--- src/rtl/vga_timing_gen.sv ---
// Runtime-reprogrammable raster timing generator: counters, sync, data enable, strobes and row lookahead.
// New timing arrives over a valid/ready port and is swapped in only at the frame wrap.
module vga_timing_gen #(
   parameter int unsigned CORDW     = 12,
   parameter int unsigned LOOKAHEAD = 2,
   parameter int unsigned HA_END    = 1279,
   parameter int unsigned HS_STA    = 1287,
   parameter int unsigned HS_END    = 1319,
   parameter int unsigned LINE      = 1359,
   parameter int unsigned VA_END    = 719,
   parameter int unsigned VS_STA    = 726,
   parameter int unsigned VS_END    = 734,
   parameter int unsigned SCREEN    = 740,
   parameter bit          HS_POL    = 1'b0,
   parameter bit          VS_POL    = 1'b0
) (
   input  logic                          clk_pix,
   input  logic                          rst_pix_n,
   input  logic                          cfg_valid,
   output logic                          cfg_ready,
   input  logic [CORDW-1:0]              cfg_ha_end,
   input  logic [CORDW-1:0]              cfg_hs_sta,
   input  logic [CORDW-1:0]              cfg_hs_end,
   input  logic [CORDW-1:0]              cfg_line,
   input  logic [CORDW-1:0]              cfg_va_end,
   input  logic [CORDW-1:0]              cfg_vs_sta,
   input  logic [CORDW-1:0]              cfg_vs_end,
   input  logic [CORDW-1:0]              cfg_screen,
   input  logic                          cfg_hs_pol,
   input  logic                          cfg_vs_pol,
   output logic [CORDW-1:0]              sx,
   output logic [CORDW-1:0]              sy,
   output logic [LOOKAHEAD*CORDW-1:0]    sy_ahead,
   output logic                          hsync,
   output logic                          vsync,
   output logic                          de,
   output logic                          line,
   output logic                          frame,
   output logic                          cfg_applied
);

   typedef struct packed {
      logic [CORDW-1:0] ha_end;
      logic [CORDW-1:0] hs_sta;
      logic [CORDW-1:0] hs_end;
      logic [CORDW-1:0] line;
      logic [CORDW-1:0] va_end;
      logic [CORDW-1:0] vs_sta;
      logic [CORDW-1:0] vs_end;
      logic [CORDW-1:0] screen;
      logic             hs_pol;
      logic             vs_pol;
   } timing_t;

   typedef enum logic {ST_OPEN, ST_PENDING} cfg_state_t;

   localparam timing_t DEF_TIMING = '{
      ha_end: CORDW'(HA_END), hs_sta: CORDW'(HS_STA), hs_end: CORDW'(HS_END), line: CORDW'(LINE),
      va_end: CORDW'(VA_END), vs_sta: CORDW'(VS_STA), vs_end: CORDW'(VS_END), screen: CORDW'(SCREEN),
      hs_pol: HS_POL, vs_pol: VS_POL};

   timing_t    act_q;
   timing_t    pend_q;
   timing_t    cfg_in;
   cfg_state_t state_q;
   cfg_state_t state_d;

   logic h_wrap;
   logic v_wrap;
   logic f_wrap;
   logic xfer;
   logic apply;
   logic hs_act;
   logic vs_act;

   assign cfg_in = '{ha_end: cfg_ha_end, hs_sta: cfg_hs_sta, hs_end: cfg_hs_end, line: cfg_line,
                     va_end: cfg_va_end, vs_sta: cfg_vs_sta, vs_end: cfg_vs_end, screen: cfg_screen,
                     hs_pol: cfg_hs_pol, vs_pol: cfg_vs_pol};

   // >= rather than == so an out-of-range config still wraps immediately
   assign h_wrap = (sx >= act_q.line);
   assign v_wrap = (sy >= act_q.screen);
   assign f_wrap = h_wrap && v_wrap;
   assign xfer   = cfg_valid && cfg_ready;
   assign apply  = f_wrap && (state_q == ST_PENDING);
   assign hs_act = (sx >= act_q.hs_sta) && (sx < act_q.hs_end);
   assign vs_act = (sy >= act_q.vs_sta) && (sy < act_q.vs_end);

   // Pending-config tracker: open -> pending on capture, back to open when applied at frame wrap
   always_comb begin
      state_d = state_q;
      case (state_q)
         ST_OPEN:    if (xfer)  state_d = ST_PENDING;
         ST_PENDING: if (apply) state_d = ST_OPEN;
         default:    state_d = ST_OPEN;
      endcase
   end

   always_ff @(posedge clk_pix) begin
      if (!rst_pix_n) begin
         state_q     <= ST_OPEN;
         cfg_ready   <= 1'b1;
         act_q       <= DEF_TIMING;
         pend_q      <= DEF_TIMING;
         sx          <= '0;
         sy          <= '0;
         for (int unsigned k = 0; k < LOOKAHEAD; k++)
            sy_ahead[k*CORDW +: CORDW] <= CORDW'(k + 1);
         hsync       <= ~HS_POL;
         vsync       <= ~VS_POL;
         de          <= 1'b0;
         line        <= 1'b0;
         frame       <= 1'b0;
         cfg_applied <= 1'b0;
      end else begin
         state_q   <= state_d;
         cfg_ready <= (state_d == ST_OPEN);
         if (xfer)  pend_q <= cfg_in;
         if (apply) act_q  <= pend_q;

         sx <= h_wrap ? '0 : sx + CORDW'(1);
         if (h_wrap) sy <= v_wrap ? '0 : sy + CORDW'(1);

         // Lookahead rows re-seed on a config swap since the new screen height may differ
         for (int unsigned k = 0; k < LOOKAHEAD; k++) begin
            if (apply)
               sy_ahead[k*CORDW +: CORDW] <= CORDW'(k + 1);
            else if (h_wrap)
               sy_ahead[k*CORDW +: CORDW] <= (sy_ahead[k*CORDW +: CORDW] >= act_q.screen) ?
                                             '0 : sy_ahead[k*CORDW +: CORDW] + CORDW'(1);
         end

         hsync       <= hs_act ? act_q.hs_pol : ~act_q.hs_pol;
         vsync       <= vs_act ? act_q.vs_pol : ~act_q.vs_pol;
         de          <= (sx <= act_q.ha_end) && (sy <= act_q.va_end);
         line        <= h_wrap;
         frame       <= f_wrap;
         cfg_applied <= apply;
      end
   end

endmodule
--- config.mk ---
export PLATFORM = sky130hd
export DESIGN_NAME = vga_timing_gen
export DESIGN_NICKNAME = d
export VERILOG_FILES = /design/src/rtl/vga_timing_gen.sv
export SDC_FILE = /design/constraint.sdc
export NUM_CORES = 1
export LEC_CHECK = 0
export BUFFER_PORTS_ARGS = -buffer_cell sky130_fd_sc_hd__buf_2
export CORE_UTILIZATION = 30
export DETAILED_ROUTE_END_ITERATION = 12
export PLACE_DENSITY = 0.5
export SLEW_MARGIN = 20
export SYNTH_ARGS = -nofsm -noshare
export SYNTH_HDL_FRONTEND = slang
export SYNTH_SLANG_ARGS = --single-unit
--- constraint.sdc ---
create_clock -name clk_pix -period 2.9 [get_ports clk_pix]
set_input_delay 0.145 -clock clk_pix [delete_from_list [all_inputs] [get_ports clk_pix]]
set_output_delay 0.145 -clock clk_pix [all_outputs]
set_load 0.005 [all_outputs]
==> results.py <==
metrics = {
    "final_layout": {
        "mostFrequentLayoutCells": "dfxtp_1, nand2_1, nand3_1, buf_2, o21ai_0",
        "drive_above_1_share_pct": 14.9,
        "n_fill_cell": 4243,
        "final_common_cell": "dfxtp_1",
        "nets": 1998,
        "antennaDiodeCount": 0,
        "layout-area-overhead-vs-synth_pct": 27.6,
    },
    "floorplan": {
        "dieArea_um2": 42900,
        "rows": 74,
        "die_w_um": 207,
        "initial_utilization_pct": 30.6,
        "num_io_pins": 156,
        "core_area_um2": 41200,
        "fp.dieH_um": 207,
    },
    "detailed_routing": {
        "drtIter0Drc": 632,
        "vias_per_cell": 4.90,
        "wl_per_cell_um": 15.9,
        "drc": 5,
        "finalWirelength_um": 36800,
        "ant_nets": 0,
        "vias": 11400,
        "dr.pass1.iters": 11,
    },
    "sta": {
        "fmax_mhz": 369,
        "fin_setup_tns_ns": 0,
        "skew_ns": 0.0255,
        "hold_viol": 0,
        "setup_slack_ns": 0.192,
        "setup_viol": 0,
        "slew_headroom_pct": 34.3,
        "hold_ws_ns": 0.231,
        "period_needed_ns": 2.71,
        "grt_setup_unrepaired": "true",
        "tightestPinTransition_ns": 0.986,
        "drv_slew": 0,
        "finalCritPeriodShare_pct": 93.4,
    },
    "setup_path": {
        "cp-startpoint": "sx[0]",
        "path_cells": "inv_1 > ha_1 > nand2b_1 > a31oi_1 > o21ai_1 > a21oi_4 > buf_6 > or4_1 > a211oi_2",
        "r2r-start": "sx[0]",
        "crit_buf_inv": 2,
        "end_kind": "flip-flop",
        "endpoint": "sy_ahead[18]",
        "cp_slowest_cell": "or4_1",
        "worstPathArrival_ns": 3.19,
        "ff2ff_path_depth": 9,
        "crit_family": "compound AO/OA/AOI/OAI gates",
        "cp.depth": 9,
        "cp-start-kind": "flip-flop",
        "reg2reg_to": "sy_ahead[18]",
        "critPathKind": "reg2reg",
        "worstPathRequired_ns": 3.39,
        "critical_path.max_stage_delay_ns": 0.56,
        "cp_max_fo": 48,
        "r2r_slack_ns": 0.19,
    },
    "synthesis": {
        "synth.top_cell.area_share_pct": 40.0,
        "avgSynthCellArea_um2": 8.23,
        "seq_area_frac_synth_pct": 40.0,
        "synth_cells": 1533,
        "postSynth.asyncResetShare_pct": 0,
        "synth_warnings": 0,
        "netlist_area_um2": 12600,
        "ys_seq_elements": 252,
        "yosys.area.top_type": "dfxtp_1",
        "synth-edff-count": 0,
        "synth_nets": 1756,
        "synth.area.top_cells": "dfxtp_1, ha_1, nand3_1",
        "synthFlopType": "dfxtp_1",
        "synth_cell_type_count": 50,
    },
    "clock_tree": {
        "clk_latency_ns": 0.57,
        "cts_max_level": 1,
        "clk_path_buf_depth": 3,
        "postCtsSetupBuffers": 0,
        "clkSinkCount": 252,
        "cts-root-buf": "clkbuf_16",
        "path_clk_slew_ns": 0.06,
        "cts_tree": "built",
        "numCtsBuffers": 29,
    },
    "placed_design": {
        "portBuffers": 155,
        "hpwlAfterDp_um": 25600,
        "dp_slack_ns": 0.132,
        "place.gp.congestion": 0.806,
    },
    "grt": {
        "gr-total-overflow": 0,
        "grt_pass1_vias": 11200,
        "grt_max_degree": 131,
        "antenna_found_initial": 0,
        "grt_usage_pct": 17.0,
        "grt_pass1_wl_um": 60300,
    },
    "worst_hold_path": {
        "min_path_type": "in2reg",
        "worstHoldPathCells": 4,
    },
    "outcome": {
        "failed_checks": "DRC",
        "status": "complete, but fails checks",
    },
    "run": {
        "drv_cap": 0,
    },
    "power": {
        "p_leak_nw": 7.15,
        "cellPowerDensity_nw_per_um2": 482,
        "ir_worst_vdd_uv": 363,
    },
}
==> worst min path at each step <==
stage	end	from
floorplan	pend_q[11]	cfg_screen[9]
global placement	pend_q[64]	cfg_hs_end[2]
detailed placement	pend_q[92]	cfg_ha_end[6]
CTS	pend_q[14]	cfg_valid
global route	pend_q[16]	cfg_valid
finish	pend_q[19]	cfg_valid
==> logic make-up (layout without fill, tap and decap cells) <==
logic type	Yosys count	after routing	share of synthesized area, %
simple gates	587	587	21.8
compound gates	359	359	18.7
flops	252	252	40.0
buf+inv	198	456	6.39
fa+ha+maj	122	122	12.1
xor+xnor	12	12	0.833
mux	3	3	0.258
==> area by class of cell <==
cell class	count	area, µm²	share of cell area [%]
inverters	100	375	2.33
multi-input cells	1083	6810	42.3
flip-flops and latches	252	5040	31.3
well taps	532	666	4.13
clock inverters	6	83.8	0.521
clock buffers	41	821	5.10
repair buffers	309	2300	14.3
==> sequential cells by signal, indices dropped and copies added, names as in the netlist, 12 cells and up <==
register	count
sx	12
pend_q	98
sy_ahead	24
act_q	98
sy	12
==> where the power goes <==
| group | switching, mW | internal [mW] | leakage, nW |
|---|---|---|---|
| Combinational | 0.279 | 0.278 | 4.65 |
| Clock | 1.45 | 2.12 | 0.446 |
| Sequential | 0.0647 | 3.58 | 2.05 |
==> worst reg2reg max path: stages (launching register included) <==
cell and delay (ns):
dfxtp_1 0.43, inv_1 0.12, ha_1 0.28, nand2b_1 0.10, a31oi_1 0.11, o21ai_1 0.37
a21oi_4 0.16, buf_6 0.27, or4_1 0.57, a211oi_2 0.23
==> cell usage after synthesis (all sizes together), types with 2 or more instances <==
| cell | n |
|---|---|
| o211ai | 3 |
| nor3 | 8 |
| and2 | 5 |
| mux2 | 2 |
| nor2 | 30 |
| a211oi | 23 |
| or3 | 17 |
| o21a | 6 |
| a221oi | 3 |
| a21o | 30 |
| a21oi | 42 |
| dfxtp | 252 |
| nand2b | 9 |
| o21ai | 135 |
| nand4 | 16 |
| a211o | 5 |
| clkbuf | 77 |
| inv | 100 |
| a31oi | 3 |
| and4 | 4 |
| o31ai | 11 |
| xnor2 | 5 |
| nand2 | 237 |
| a21boi | 93 |
| xor2 | 7 |
| or4 | 14 |
| and3 | 12 |
| buf | 21 |
| nand3 | 227 |
| ha | 122 |
| nor2b | 5 |
==> metrics by stage <==
stage / cells / utilization, % / total power, mW / cell area (µm²)
after floorplan: 1533 / - / 3.97 / 12600
after global placement: 2165 / 34.1 / 4.16 / 14100
after detailed placement: 2165 / 34.1 / 4.16 / 14100
after CTS: 2322 / 39.0 / 7.88 / 16100
after global routing: 2323 / 39.1 / 8.09 / 16100
final: 2323 / 39.1 / 7.76 / 16100
==> per-layer routing <==
metal | track usage [%] | part of all wire [%] | vias up | wire length [µm]
met5 | 0 | 0 | - | 0
met1 | 24.4 | 51 | 5342 | 18800
met2 | 26.9 | 44 | 165 | 16200
met3 | 1.96 | 3.2 | 41 | 1190
li1 | - | - | 5827 | -
met4 | 4.35 | 1.8 | 0 | 662
==> repair_timing <==
| action | CTS | global route |
|---|---|---|
| setup endpoints to repair | 0 | 47 |
| hold buffers | 110 | 0 |
| hold endpoints to repair | 118 | 0 |
| resized for setup | 0 | 3 |
Power figures use the tool's default switching activity.
